===== src/rtl/branch_resolve_feedback_pkg.sv =====
// Shared types for branch resolution feedback: the in-flight prediction record.
package branch_resolve_feedback_pkg;

    localparam int BP_ADDR_W = 32;
    localparam int ENTRY_W   = 2 * BP_ADDR_W + 1;

    typedef struct packed {
        logic                 taken;
        logic [BP_ADDR_W-1:0] target;
        logic [BP_ADDR_W-1:0] fallthru;
    } bp_entry_t;

endpackage


===== src/rtl/branch_resolve_feedback_if.sv =====
// IF prediction, EX resolution and predictor/fetch feedback signals.
interface branch_resolve_feedback_if #(
    parameter int ADDR_W = 32,
    parameter int DEPTH  = 4
);
    localparam int CNT_W = $clog2(DEPTH + 1);

    logic              pred_valid;
    logic              pred_taken;
    logic [ADDR_W-1:0] pred_target;
    logic [ADDR_W-1:0] pred_fallthru;
    logic              pred_ready;
    logic              res_valid;
    logic              res_taken;
    logic [ADDR_W-1:0] res_target;
    logic              feedback_valid;
    logic              prediction_correct;
    logic              redirect_valid;
    logic [ADDR_W-1:0] redirect_pc;
    logic [CNT_W-1:0]  inflight_cnt;
    logic              err;

    modport master (
        output pred_valid, pred_taken, pred_target, pred_fallthru,
        output res_valid, res_taken, res_target,
        input  pred_ready, feedback_valid, prediction_correct,
        input  redirect_valid, redirect_pc, inflight_cnt, err
    );

    modport slave (
        input  pred_valid, pred_taken, pred_target, pred_fallthru,
        input  res_valid, res_taken, res_target,
        output pred_ready, feedback_valid, prediction_correct,
        output redirect_valid, redirect_pc, inflight_cnt, err
    );

endinterface


===== src/rtl/branch_inflight_fifo.sv =====
// In-order queue of outstanding predictions; clear drops everything at once.
// Caller guarantees no push when full and no pop when empty.
module branch_inflight_fifo
    import branch_resolve_feedback_pkg::*;
#(
    parameter int DEPTH = 4,
    localparam int CNT_W = $clog2(DEPTH + 1),
    localparam int PTR_W = $clog2(DEPTH)
) (
    input  logic             clk,
    input  logic             rst_n,
    input  logic             push,
    input  logic             pop,
    input  logic             clear,
    input  bp_entry_t        din,
    output bp_entry_t        head,
    output logic [CNT_W-1:0] count
);

    bp_entry_t        mem [DEPTH];
    logic [PTR_W-1:0] wr_ptr;
    logic [PTR_W-1:0] rd_ptr;

    // Entry storage; no reset needed since count qualifies every read.
    always_ff @(posedge clk) begin
        if (push && !clear) begin
            mem[wr_ptr] <= din;
        end
    end

    // Pointers wrap naturally at DEPTH (power of 2); count kept separately.
    always_ff @(posedge clk or negedge rst_n) begin
        if (!rst_n) begin
            wr_ptr <= '0;
            rd_ptr <= '0;
            count  <= '0;
        end else if (clear) begin
            wr_ptr <= '0;
            rd_ptr <= '0;
            count  <= '0;
        end else begin
            if (push) wr_ptr <= wr_ptr + PTR_W'(1);
            if (pop)  rd_ptr <= rd_ptr + PTR_W'(1);
            count <= count + CNT_W'(push) - CNT_W'(pop);
        end
    end

    assign head = mem[rd_ptr];

endmodule


===== src/rtl/branch_resolve_feedback.sv =====
// Tracks predictions made at IF, checks them when EX resolves the oldest one,
// and produces registered counter feedback plus a fetch redirect.
module branch_resolve_feedback
    import branch_resolve_feedback_pkg::*;
#(
    parameter int DEPTH  = 4,
    parameter int ADDR_W = BP_ADDR_W
) (
    input  logic                      clk,
    input  logic                      rst_n,
    branch_resolve_feedback_if.slave  bus
);

    localparam int CNT_W = $clog2(DEPTH + 1);

    bp_entry_t         head;
    bp_entry_t         din;
    logic [CNT_W-1:0]  cnt;
    logic              pred_ready;
    logic              res_fire;
    logic              dir_ok;
    logic              tgt_ok;
    logic              mispredict;
    logic              flush;
    logic              pop;
    logic              push;
    logic              feedback_valid_q;
    logic              prediction_correct_q;
    logic              redirect_valid_q;
    logic [ADDR_W-1:0] redirect_pc_q;
    logic              err_q;

    // Ready is from registered occupancy only; a same-cycle pop does not free a slot.
    assign pred_ready = (cnt < CNT_W'(DEPTH));
    assign res_fire   = bus.res_valid && (cnt != '0);
    assign dir_ok     = (bus.res_taken == head.taken);
    assign tgt_ok     = !bus.res_taken || (head.target == bus.res_target);
    assign mispredict = !(dir_ok && tgt_ok);
    // On a mispredict everything younger than the head is wrong-path, including
    // a prediction arriving in the same cycle.
    assign flush      = res_fire && mispredict;
    assign pop        = res_fire && !mispredict;
    assign push       = bus.pred_valid && pred_ready && !flush;

    assign din.taken    = bus.pred_taken;
    assign din.target   = bus.pred_target;
    assign din.fallthru = bus.pred_fallthru;

    branch_inflight_fifo #(.DEPTH(DEPTH)) u_fifo (
        .clk   (clk),
        .rst_n (rst_n),
        .push  (push),
        .pop   (pop),
        .clear (flush),
        .din   (din),
        .head  (head),
        .count (cnt)
    );

    // Single-cycle feedback/redirect pulses, registered one cycle after resolution.
    always_ff @(posedge clk or negedge rst_n) begin
        if (!rst_n) begin
            feedback_valid_q     <= 1'b0;
            prediction_correct_q <= 1'b0;
            redirect_valid_q     <= 1'b0;
            redirect_pc_q        <= '0;
        end else begin
            feedback_valid_q     <= res_fire;
            prediction_correct_q <= res_fire && dir_ok;
            redirect_valid_q     <= flush;
            if (res_fire) begin
                redirect_pc_q <= bus.res_taken ? bus.res_target : head.fallthru;
            end else begin
                redirect_pc_q <= '0;
            end
        end
    end

    // Sticky protocol error: push into a full queue or resolve with nothing in flight.
    always_ff @(posedge clk or negedge rst_n) begin
        if (!rst_n) begin
            err_q <= 1'b0;
        end else if ((bus.pred_valid && !pred_ready) || (bus.res_valid && (cnt == '0))) begin
            err_q <= 1'b1;
        end
    end

    assign bus.pred_ready         = pred_ready;
    assign bus.inflight_cnt       = cnt;
    assign bus.feedback_valid     = feedback_valid_q;
    assign bus.prediction_correct = prediction_correct_q;
    assign bus.redirect_valid     = redirect_valid_q;
    assign bus.redirect_pc        = redirect_pc_q;
    assign bus.err                = err_q;

endmodule


===== src/flat_wrapper.sv =====
// flat-port wrapper written by rule: the top's interface ports become plain ports
module branch_resolve_feedback_flat import branch_resolve_feedback_pkg::*;
#(
    parameter int DEPTH  = 4,
    parameter int ADDR_W = BP_ADDR_W
)
  (clk, rst_n, bus_pred_valid, bus_pred_taken, bus_pred_target, bus_pred_fallthru, bus_res_valid, bus_res_taken, bus_res_target, bus_pred_ready, bus_feedback_valid, bus_prediction_correct, bus_redirect_valid, bus_redirect_pc, bus_inflight_cnt, bus_err);
  branch_resolve_feedback_if #(.ADDR_W(ADDR_W), .DEPTH(DEPTH)) bus_i ();
  input  logic clk;
  input  logic rst_n;
  input wire logic [$bits(bus_i.pred_valid)-1:0] bus_pred_valid;
  input wire logic [$bits(bus_i.pred_taken)-1:0] bus_pred_taken;
  input wire logic [$bits(bus_i.pred_target)-1:0] bus_pred_target;
  input wire logic [$bits(bus_i.pred_fallthru)-1:0] bus_pred_fallthru;
  input wire logic [$bits(bus_i.res_valid)-1:0] bus_res_valid;
  input wire logic [$bits(bus_i.res_taken)-1:0] bus_res_taken;
  input wire logic [$bits(bus_i.res_target)-1:0] bus_res_target;
  output wire logic [$bits(bus_i.pred_ready)-1:0] bus_pred_ready;
  output wire logic [$bits(bus_i.feedback_valid)-1:0] bus_feedback_valid;
  output wire logic [$bits(bus_i.prediction_correct)-1:0] bus_prediction_correct;
  output wire logic [$bits(bus_i.redirect_valid)-1:0] bus_redirect_valid;
  output wire logic [$bits(bus_i.redirect_pc)-1:0] bus_redirect_pc;
  output wire logic [$bits(bus_i.inflight_cnt)-1:0] bus_inflight_cnt;
  output wire logic [$bits(bus_i.err)-1:0] bus_err;
  assign bus_i.pred_valid = bus_pred_valid;
  assign bus_i.pred_taken = bus_pred_taken;
  assign bus_i.pred_target = bus_pred_target;
  assign bus_i.pred_fallthru = bus_pred_fallthru;
  assign bus_i.res_valid = bus_res_valid;
  assign bus_i.res_taken = bus_res_taken;
  assign bus_i.res_target = bus_res_target;
  assign bus_pred_ready = bus_i.pred_ready;
  assign bus_feedback_valid = bus_i.feedback_valid;
  assign bus_prediction_correct = bus_i.prediction_correct;
  assign bus_redirect_valid = bus_i.redirect_valid;
  assign bus_redirect_pc = bus_i.redirect_pc;
  assign bus_inflight_cnt = bus_i.inflight_cnt;
  assign bus_err = bus_i.err;
  branch_resolve_feedback #(.DEPTH(DEPTH), .ADDR_W(ADDR_W)) u_core (.clk(clk), .rst_n(rst_n), .bus(bus_i));
endmodule

===== config.mk =====
export PLATFORM = sky130hd
export DESIGN_NAME = branch_resolve_feedback_flat
export DESIGN_NICKNAME = d
export VERILOG_FILES = /design/src/rtl/branch_resolve_feedback_pkg.sv /design/src/rtl/branch_resolve_feedback_if.sv /design/src/rtl/branch_inflight_fifo.sv /design/src/rtl/branch_resolve_feedback.sv /design/src/flat_wrapper.sv
export SDC_FILE = /design/constraint.sdc
export NUM_CORES = 1
export LEC_CHECK = 0
export CAP_MARGIN = 20
export CORE_ASPECT_RATIO = 0.8
export CORE_MARGIN = 5
export CORE_UTILIZATION = 62
export CTS_BUF_LIST = sky130_fd_sc_hd__clkbuf_4 sky130_fd_sc_hd__clkbuf_8
export CTS_CLUSTER_SIZE = 24
export DETAILED_ROUTE_END_ITERATION = 10
export PLACE_DENSITY_LB_ADDON = 0.08
export SETUP_SLACK_MARGIN = 0.3
export SLEW_MARGIN = 20
export SYNTH_ARGS = -nofsm -noshare
export SYNTH_HDL_FRONTEND = slang
export SYNTH_SLANG_ARGS = --single-unit

===== constraint.sdc =====
create_clock -name clk -period 16.9 [get_ports clk]
set_input_delay 4.225 -clock clk [delete_from_list [all_inputs] [get_ports clk]]
set_output_delay 4.225 -clock clk [all_outputs]
set_load 0.05 [all_outputs]

# Yosys cells after proc, flatten, opt, wreduce, memory -nomap -nowiden
# Memory sizes are Yosys's and may differ from the RTL's.
# Cells that the tools add are included.
# word_totals
out_inout_bits,40
inputBits,102
mem_count,1
wordCells,45
mem_bits_rw,260
ff_bits,43
# memory_table
name,words,word_bits,rd,rd_ports_with_merged_regs,write_ports,line_no,text
u_core.u_fifo.mem,4,65,1,0,1,branch_inflight_fifo.sv:20,bp_entry_t mem [DEPTH];
# classes
reduce_logical,20
mux,9
addsub,4
eq_ne,2
n_lt_le_gt_ge,1
# ops
cell,n
two-way mux 32 bit,2
== test 32 bit,1
logical AND 1 bit,10
two-way mux 2 bit,4
adder 2 x 1 -> 2 bit (second input constant),2
zero test 1 bit,4
nonzero test 2 bit,2
adder 3 x 1 -> 3 bit,1
zero test 3 bit,1
< comparator 3 bit (second input constant),1
two-way mux 3 bit,1
nonzero test 3 bit,1
subtractor 3 x 1 -> 3 bit,1
logical OR 1 bit,2
two-way mux 1 bit,2
== test 1 bit,1

# Longest topological paths before layout
# Gate-level depths: netlist of the first run.
# An unclocked memory read counts as a cell.
# logic_depth
word_depth,11
ltp_mapped,17
depth_no_buf,14

# By module
# A second synthesis of the first run with hierarchy kept.
# unflattened
hier_cells,544
area_unflattened_um2,11641.2
# by_module_without_submodules
mod,instances,seq_area_each_um2,area_each_um2,cells_per_inst
branch_inflight_fifo,1,7982.7,9816.9,377
branch_resolve_feedback,1,900.9,1824.2,167

# Least setup slack after synthesis of the first run
# No wires, ideal clock.
# synth_timing
kind,input to register
from,input bus_res_target[26]
to,memory u_core.u_fifo.mem[0][0] (netlist name) (enable)
path_stages,5
setup_time_ns,0.505
t_required_ns,16.395
path_buffers,0
path_slack_ns,7.979
t_arrival_ns,8.415
cell_sequence,xnor2_1 or3_1 a2111oi_2 nand4_2 a21boi_1
# synth_between
elab_chain_len,10
# synth_rtl
element,line_no,text
start: declaration,flat_wrapper.sv:17,input wire logic [$bits(bus_i.res_target)-1:0] bus_res_target;
== test 32 bit (*),branch_resolve_feedback.sv:37,assign tgt_ok = !bus.res_taken || (head.target == bus.res_target);
logical OR 1 bit (*),branch_resolve_feedback.sv:37,
logical AND 1 bit (*),branch_resolve_feedback.sv:38,assign mispredict = !(dir_ok && tgt_ok);
zero test 1 bit (*),branch_resolve_feedback.sv:38,
logical AND 1 bit (*),branch_resolve_feedback.sv:41,assign flush = res_fire && mispredict;
zero test 1 bit (*),"branch_inflight_fifo.sv:26, branch_resolve_feedback.sv:43",
logical AND 1 bit,branch_resolve_feedback.sv:43,assign push = bus.pred_valid && pred_ready && !flush;
logical AND 1 bit (*),branch_inflight_fifo.sv:26,if (push && !clear) begin
two-way mux 1 bit (*),branch_inflight_fifo.sv:26,
two-way mux 1 bit (not written as such) (*),branch_inflight_fifo.sv:27,mem[wr_ptr] <= din;
end: declaration,branch_inflight_fifo.sv:20,
# Every way passes the cells marked *; elsewhere a longest branch is shown, timed or not.

# Worst setup path after layout of the first run
# layout_timing
from,input bus_res_target[26]
to,memory u_core.u_fifo.mem[1][64] (netlist name) (enable)
# Same word-level chain as after synthesis.

==> impl_metrics.ini, run 1 <==
[detailed_routing]
dr.pass1.iters = 5
drc = 0
routed_via_density = 5.69
drt-total-wl_um = 23300
vias = 5806
ant_nets = 0
drt_iter0_markers = 367
wl_per_cell_um = 22.8

[clock_tree]
cts.path.max_buffers = 3
numCtsBuffers = 45
cts.sinks = 303
clk_pin_slew_ns = 0.06
post_cts_resized = 0
ctsHtreeMaxLevel = 2
clock_latency_ns = 0.54
cts_root_buf = clkbuf_8
post_cts_buffers = 0
tritoncts = built
cts_hold_buf = 0

[power]
powerDensity_mw_per_mm2 = 154
ir_worst_vdd_mv = 0.106
leakage_nw = 4.88

[logic_synthesis]
synth_area_per_cell_um2 = 20.9
synth_seq_area_share_pct = 76.0
synth_edf_count = 260
synth_flop_cell = edfxtp_1
netlist_area_mm2 = 0.0117
syn_inst = 558
synth_seq_cells = 303
synthArstFlopShare_pct = 14.2
syn_nets = 667
ys_types = 34
ys_warn_count = 0

[grt]
grt_first_pass_wirelength_um = 35500
grt.total_usage_pct = 21.9
antenna_found_initial = 0
grt_pass1_vias = 6149
grt_overflow = 0
grt_start_max_net_pins = 52

[setup_path]
crit_fanout = 37
r2r_slack_ns = 11.78
worstSetupStartpointType = input port
crit_type = in -> reg
reg2regPathDepth = 8
reg2reg_from = u_core.u_fifo.rd_ptr[0]
arrival_ns = 7.78
timing.rr.end = u_core.u_fifo.mem[1][64]
end_kind = register
critPathRequiredTime_ns = 17.06

[run_status]
status = completed

[floorplanning]
die-area_mm2 = 0.0217
core_mm2 = 0.0183
die_x_um = 163
initial_core_util_pct = 63.7
pin_count = 142
die_h_um = 133
rows = 44

[timing]
fin_tns_setup_ns = 0
finalHoldWorstSlack_ns = 0.478
setup_viol = 0
finClkSkew_ns = 0.0152
fmax_mhz = 131
tightest_slew_ns = 1.08
finalHoldViolations = 0
rsz0062_at_grt = false
min_period_over_period_pct = 45.0
min_period_ns = 7.61
max-slew-margin-rel_pct = 28.1
drv_slew = 0

[layout]
antenna_cells = 0
final_core_util_pct = 78.2
final_nets = 842
syn_to_final_growth_pct = 22.8
layout-drive-gt1-share_pct = 21.9
stdcell_area_mm2 = 0.0143

[placement]
place_congestion = 0.774
dpl_cell_area_mm2 = 0.0134
dp.final_hpwl_um = 14500
portBuffers = 141

[flow_run]
max_cap_violations = 0

[hold_path]
min_path_cells = 2
min_delay_worst_endpoint = u_core.bus.err
hold_path_class = reg -> reg
hp-start = u_core.bus.err
[area by class of cell]
cell class                      count  area (um2)
Fill cell                        1008        3990
Multi-Input combinational cell    224        2700
Tap cell                          253         317
Clock inverter                      8        41.3
Clock buffer                       74         862
Sequential cell                   303        8890
Timing Repair Buffer              152        1510
Inverter                            7        26.3
[synthesized netlist by cell type, types with 2 or more instances]
master | count | area [um2]
edfxtp_1 | 260 | 7810
mux4_2 | 63 | 1420
dfrtp_1 | 43 | 1080
mux2i_1 | 36 | 360
nor2_1 | 36 | 135
xnor2_1 | 34 | 298
clkbuf_1 | 12 | 45.0
a21oi_1 | 9 | 45.0
buf_2 | 7 | 35.0
inv_1 | 7 | 26.3
ha_1 | 6 | 75.1
nand2_1 | 6 | 22.5
nand4_1 | 6 | 37.5
a21boi_1 | 5 | 37.5
xor2_1 | 4 | 35.0
and2_1 | 2 | 12.5
buf_6 | 2 | 22.5
nand3_1 | 2 | 10.0
o21ai_0 | 2 | 10.0
or3_1 | 2 | 12.5
[through the flow]
step           std cells  worst slack (ns)  power [mW]
2_1_floorplan        558              7.98        1.45
3_3_place_gp         938              8.76        1.63
3_5_place_dp         938              8.73        1.64
4_1_cts             1020              9.29        2.22
5_1_grt             1021              9.12        2.31
6_report            1021              9.29        2.20
[how the worst max path moves through the flow]
stage	startpoint	cells past startpoint	slack [ns]	endpoint
after detailed placement	bus_res_target[26]	7	8.73	u_core.u_fifo.mem[0][9]
final	bus_res_target[26]	7	9.29	u_core.u_fifo.mem[1][64]
after CTS	bus_res_target[26]	7	9.29	u_core.u_fifo.mem[0][64]
after global placement	bus_res_target[26]	7	8.76	u_core.u_fifo.mem[1][7]
after global routing	bus_res_target[26]	7	9.12	u_core.u_fifo.mem[1][64]
after floorplan	bus_res_target[26]	5	7.98	u_core.u_fifo.mem[0][0]
[placed cells by master (no fill, tap or decap), drive strengths merged, types with 2 or more instances in the layout]
| cell type | synthesis | routed |
|---|---|---|
| clkbuf | 12 | 74 |
| dfrtp | 43 | 43 |
| nand2 | 6 | 6 |
| nor3 | 2 | 2 |
| xnor2 | 34 | 34 |
| edfxtp | 260 | 260 |
| buf | 12 | 13 |
| mux2i | 36 | 36 |
| a21boi | 5 | 5 |
| clkdlybuf4s50 | 0 | 139 |
| nor2 | 36 | 36 |
| or3 | 2 | 2 |
| ha | 6 | 6 |
| o21ai | 2 | 2 |
| and2 | 2 | 2 |
| nand4 | 7 | 7 |
| clkinv | 0 | 6 |
| mux4 | 63 | 63 |
| inv | 7 | 7 |
| xor2 | 4 | 4 |
| a21oi | 9 | 9 |
| clkinvlp | 0 | 2 |
| nand3 | 3 | 3 |
[registers in the layout (all words and copies together), names as in the netlist]
signal and count:
u_core.bus.err 1, u_core.bus.redirect_valid 1, u_core.u_fifo.count 3, u_core.bus.redirect_pc 32, u_core.bus.feedback_valid 1, u_core.bus.prediction_correct 1, u_core.u_fifo.mem 260, u_core.u_fifo.wr_ptr 2
u_core.u_fifo.rd_ptr 2
[power breakdown]
| part | switching [mW] | internal [mW] |
|---|---|---|
| clock network | 0.257 | 0.322 |
| logic | 0.356 | 0.285 |
| registers | 0.0496 | 0.935 |
[metal layers]
metal,wire (um),global-route usage (%),part of all wire [%]
met3,1740,5.35,7.5
met1,9660,30.9,41
met5,0,0,0
met4,350,5.64,1.5
met2,11500,35.4,50
[critical path, stage by stage]
cell             delay, ns
clkdlybuf4s50_1       0.50
xnor2_1               0.17
or3_1                 0.36
a2111oi_2             0.53
nand4_2               0.36
a21boi_4              0.94
buf_4                 0.62
[kinds of logic after synthesis]
group | synth area share, %
adders and majority gates | 0.814
buffers and inverters | 1.37
muxes | 15.2
DFF | 76.0
AOI/OAI and AO/OA | 1.18
xor gates and xnor gates | 2.85
and+or+nand+nor | 2.53
Note: power is estimated with default switching activity, not from simulation.
==> run 2, diff against run 1 <==
--- a/config.mk
+++ b/config.mk
@@ -8,7 +8,7 @@
 export CAP_MARGIN = 20
 export CORE_ASPECT_RATIO = 0.8
 export CORE_MARGIN = 5
-export CORE_UTILIZATION = 62
+export CORE_UTILIZATION = 52
 export CTS_BUF_LIST = sky130_fd_sc_hd__clkbuf_4 sky130_fd_sc_hd__clkbuf_8
 export CTS_CLUSTER_SIZE = 24
 export DETAILED_ROUTE_END_ITERATION = 10
==> constraint.sdc (replaced) <==
create_clock -name clk -period 6.2 [get_ports clk]
set_input_delay 1.55 -clock clk [delete_from_list [all_inputs] [get_ports clk]]
set_output_delay 1.55 -clock clk [all_outputs]
set_load 0.05 [all_outputs]
==> run 2 against run 1 <==
Net effect: sequential share of layout area fell by 0.75 points; non-clock buffer count increased by 3; register-to-register slack lost 10 ns; critical path type is now reg -> reg.
==> impl_metrics.ini, run 2 (synthesis gave the netlist of run 1 again) <==
[timing]
drv_slew = 0
fmax_mhz = 205
finClkSkew_ns = 0.0175
fin_tns_setup_ns = 0
rsz0062_at_grt = false
min_period_ns = 4.88
finalHoldViolations = 0
min_period_over_period_pct = 78.7
max-slew-margin-rel_pct = 39.2
tightest_slew_ns = 0.911
setup_viol = 0

[placement]
place_congestion = 0.768
dp.final_hpwl_um = 14800
portBuffers = 141

[detailed_routing]
drc = 0
drt_iter0_markers = 327
vias = 5828
routed_via_density = 5.39
ant_nets = 0
dr.pass1.iters = 4
drt-total-wl_um = 24300
wl_per_cell_um = 22.5

[floorplanning]
die_h_um = 144
rows = 49
pin_count = 142
die-area_mm2 = 0.0256
die_x_um = 178
initial_core_util_pct = 52.4
core_mm2 = 0.0223

[grt]
grt_first_pass_wirelength_um = 36900
grt_pass1_vias = 6391
grt.total_usage_pct = 19.4
grt_start_max_net_pins = 56
antenna_found_initial = 1
grt_overflow = 0

[power]
leakage_nw = 4.92
ir_worst_vdd_mv = 0.229
powerDensity_mw_per_mm2 = 421

[setup_path]
crit_slowest_cell = dfrtp_4
crit_fanout = 42
worstSetupStartpointType = register
crit_type = reg -> reg
critPathRequiredTime_ns = 6.60
timing.rr.end = u_core.u_fifo.count[2]
cpPeakStageDelay_ns = 1.01
arrival_ns = 5.28
reg2reg_from = u_core.u_fifo.rd_ptr[0]
critPathMostFrequentCell = xnor2_1
end_kind = register
reg2regPathDepth = 15
path_cells = buf_4, mux4_2, xnor2_1, nand2_1, a2111oi_2, nand4_2, and2_1, ha_1, inv_1, ha_1, inv_1, fa_1, xnor2_1, xnor2_1, a21oi_1
r2r_slack_ns = 1.32
cp_top_family = flip-flops
crit_buf_inv = 3
cp_num_cells = 15

[clock_tree]
clock_latency_ns = 0.55
numCtsBuffers = 47
post_cts_resized = 0
tritoncts = built
cts.sinks = 303
cts.path.max_buffers = 3
cts_hold_buf = 0
cts_root_buf = clkbuf_8
ctsHtreeMaxLevel = 2
post_cts_buffers = 0
clk_pin_slew_ns = 0.06

[layout]
largest_reg_flops = 260
mostFrequentLayoutCell = edfxtp_1
final_nets = 847
top_register = u_core.u_fifo.mem
antenna_cells = 0
final_core_util_pct = 65.1
mostFrequentLayoutCells = 260 x edfxtp_1, 139 x clkdlybuf4s50_1, 63 x mux4_2
layout-drive-gt1-share_pct = 21.8
syn_to_final_growth_pct = 24.3

[run_status]
status = completed

[hold_path]
min_path_cells = 2
hp-start = u_core.bus.err
hold_path_class = reg -> reg
min_delay_worst_endpoint = u_core.bus.err

[flow_run]
max_cap_violations = 0
[run 2: cell type report]
type	count	area (um2)
Clock buffer	72	866
Fill cell	1565	7800
Sequential cell	303	8890
Tap cell	306	383
Inverter	7	26.3
Multi-Input combinational cell	224	2700
Clock inverter	15	93.8
Timing Repair Buffer	155	1560
[run 2: how the worst max path moves through the flow]
stage               slack (ns)                     from                       to
finish                    1.32  u_core.u_fifo.rd_ptr[0]   u_core.u_fifo.count[2]
global route               1.0  u_core.u_fifo.rd_ptr[0]   u_core.u_fifo.count[2]
CTS                       1.25  u_core.u_fifo.rd_ptr[0]   u_core.u_fifo.count[2]
detailed placement        0.91       bus_res_target[26]   u_core.u_fifo.count[2]
global placement          1.06       bus_res_target[26]   u_core.u_fifo.count[2]
floorplan                -0.05       bus_res_target[26]  u_core.u_fifo.mem[0][0]
[run 2: worst reg2reg max path: stages (launching register included)]
cell and delay [ns]:
dfrtp_4 1.01, buf_4 0.40, mux4_2 0.56, xnor2_1 0.15, nand2_1 0.09, a2111oi_2 0.58
nand4_2 0.39, and2_1 0.27, ha_1 0.28, inv_1 0.05, ha_1 0.13, inv_1 0.05
fa_1 0.40, xnor2_1 0.19, xnor2_1 0.14, a21oi_1 0.05
[run 2: metal layers]
| layer | track usage (%) | wire (um) | up-vias |
|---|---|---|---|
| li1 | - | - | 2591 |
| met1 | 26.5 | 10600 | 3045 |
| met2 | 32.1 | 12000 | 151 |
| met3 | 4.70 | 1290 | 39 |
| met4 | 4.60 | 371 | 2 |
| met5 | 0 | 13 | - |
[run 2: per-stage QoR]
step           worst slack [ns]  cells  hold WS, ns  instance area (um2)  total power [mW]
3_5_place_dp              0.912    995        0.468                13600              4.53
3_3_place_gp               1.06    994        0.462                13500              4.50
6_report                   1.32   1082        0.485                14500              6.12
2_1_floorplan           -0.0458    558        0.574                11700              3.96
5_1_grt                   0.999   1082        0.513                14500              6.42
4_1_cts                    1.25   1082        0.482                14500              6.20
[run 2: power by group]
group | switching, mW | internal, mW
combinational | 0.898 | 0.793
clock | 0.723 | 0.932
sequential | 0.228 | 2.54
==> run 3, diff against run 2 <==
==> constraint.sdc (replaced) <==
create_clock -name clk -period 4 [get_ports clk]
set_input_delay 1 -clock clk [delete_from_list [all_inputs] [get_ports clk]]
set_output_delay 1 -clock clk [all_outputs]
set_load 0.05 [all_outputs]
==> run 3 against run 2 <==
Net effect: fmax rose by 30%; total power is 62% higher; first-iteration DRC count grew 11%; die area did not move; design area is 4.3% higher; global-route usage increased by 0.52 points; final cell count is 3.0% higher; via count up 1.9%; clock skew is 0.0012 ns lower; largest power group unchanged.
==> impl_metrics.ini, run 3 (synthesis gave the netlist of run 1 again) <==
[timing]
finClkSkew_ns = 0.0163
min_period_over_period_pct = 94.0
setup_ws_ns = 0.238
rsz0062_at_grt = true
tightest_slew_ns = 0.933
finalHoldViolations = 0
drv_slew = 0
min_period_ns = 3.76
max-slew-margin-rel_pct = 37.8
fmax_mhz = 266
setup_viol = 0

[layout]
final_nets = 879
num-fill-cells = 1543
largest_reg_flops = 260
mostFrequentLayoutCell = edfxtp_1
mostFrequentLayoutCells = 260 x edfxtp_1, 139 x clkdlybuf4s50_1, 63 x mux4_2
final_cell_count_no_fill = 1114
top_register = u_core.u_fifo.mem
final_core_util_pct = 67.9
antenna_cells = 0
layout-drive-gt1-share_pct = 28.3
syn_to_final_growth_pct = 29.6

[placement]
portBuffers = 141
dp.final_hpwl_um = 15200
dp_slack_ns = -0.271
place_congestion = 0.802
dp.cells = 1012

[floorplanning]
initial_core_util_pct = 52.4
pin_count = 142
rows = 49
die_x_um = 178
die-area_mm2 = 0.0256
die_h_um = 144
core_mm2 = 0.0223

[setup_path]
cpPeakStageDelay_ns = 0.52
crit_type = reg -> reg
crit_fanout = 6
crit_slowest_cell = dfrtp_4
worstSetupStartpointType = register
path_cells = buf_12, buf_16, mux4_2, xnor2_2, nand4_1, buf_4, nor4_4, buf_4, nand2_2, o22ai_2, ha_4, inv_2, ha_4, inv_2, fa_2, xnor2_2, xnor2_1, a21oi_1
end_kind = register
critPathRequiredTime_ns = 4.39
arrival_ns = 4.15

[power]
power_mw = 9.93
powerDensity_mw_per_mm2 = 656
ir_worst_vdd_mv = 0.351
leakage_nw = 5.25

[hold_path]
hold_path_class = reg -> reg

[clock_tree]
ctsHtreeMaxLevel = 2
cts_root_buf = clkbuf_8
tritoncts = built
cts.path.max_buffers = 3
numCtsBuffers = 47
clk_pin_slew_ns = 0.06
cts.sinks = 303
cts_hold_buf = 0
clock_latency_ns = 0.54

[grt]
grt_pass1_vias = 6506
grt_start_max_net_pins = 49
grt_overflow = 0
grt.total_usage_pct = 19.9
grt_first_pass_wirelength_um = 37700
antenna_found_initial = 2

[detailed_routing]
wl_per_cell_um = 22.3
drt-total-wl_um = 24900
ant_nets = 0
routed_via_density = 5.33
drt_iter0_markers = 362
vias = 5937
drc = 0
dr.pass1.iters = 4

[run_status]
status = completed

[flow_run]
max_cap_violations = 0
[run 3: changes by cell type in the layout (fill, tap and decap cells not counted), sizes merged]
cell,previous run,this run
clkinv,12,6
clkbuf,72,79
bufbuf,0,2
bufinv,1,0
buf,16,46
[run 3: final timing paths]
path	depth (start not counted)	to	slack [ns]	from
setup / recovery	18	u_core.u_fifo.count[2]	0.24	u_core.u_fifo.rd_ptr[0]
hold / removal	2	u_core.bus.err	0.49	u_core.bus.err
setup reg to reg	18	u_core.u_fifo.count[2]	0.24	u_core.u_fifo.rd_ptr[0]
hold reg to reg	2	u_core.bus.err	0.49	u_core.bus.err
max in group asynchronous	2	u_core.u_fifo.rd_ptr[1]	2.64	rst_n
min in group asynchronous	1	u_core.bus.redirect_pc[1]	0.55	rst_n
[run 3: report_power, final]
part	switching (mW)	internal, mW
combinational	1.73	1.56
clock	1.11	1.44
sequential	0.149	3.94
[run 3: metal layers]
layer  part of all wire [%]  vias to the layer above  track usage (%)
met1                     43                     3058             27.2
met2                     50                      173             33.2
li1                       -                     2668                -
met3                    5.8                       34             4.47
met5                  0.092                        -                0
met4                    1.3                        4             4.80
[run 3: what timing repair did]
item	CTS	global route
setup buffers	11	0
pin swaps	13	6
gates cloned	4	0
resized for setup	22	5
setup endpoints to repair	1	2
[run 3: cell type report]
type / count / area, um2 / share of cell area, %
Inverter: 7 / 26.3 / 0.174
Sequential cell: 303 / 8890 / 58.7
Multi-Input combinational cell: 224 / 2860 / 18.9
Clock inverter: 8 / 42.5 / 0.281
Clock buffer: 79 / 912 / 6.02
Timing Repair Buffer: 187 / 2030 / 13.4
Tap cell: 306 / 383 / 2.53
[run 3: per-stage QoR]
step,hold WS (ns),area [um2],TNS [ns]
2_1_floorplan,0.574,11800,0
3_3_place_gp,0.458,13800,-0.175
3_5_place_dp,0.484,13800,-0.271
4_1_cts,0.498,15100,0
5_1_grt,0.522,15100,0
6_report,0.487,15100,0
[run 3: critical path, delay by kind of cell (launching register included)]
family,cells,cell delay [ns]
fa+ha+maj,3,0.69
mux,1,0.45
buf+inv,6,0.75
xor+xnor,3,0.49
flops,1,0.52
compound gates,2,0.25
simple gates,3,0.45
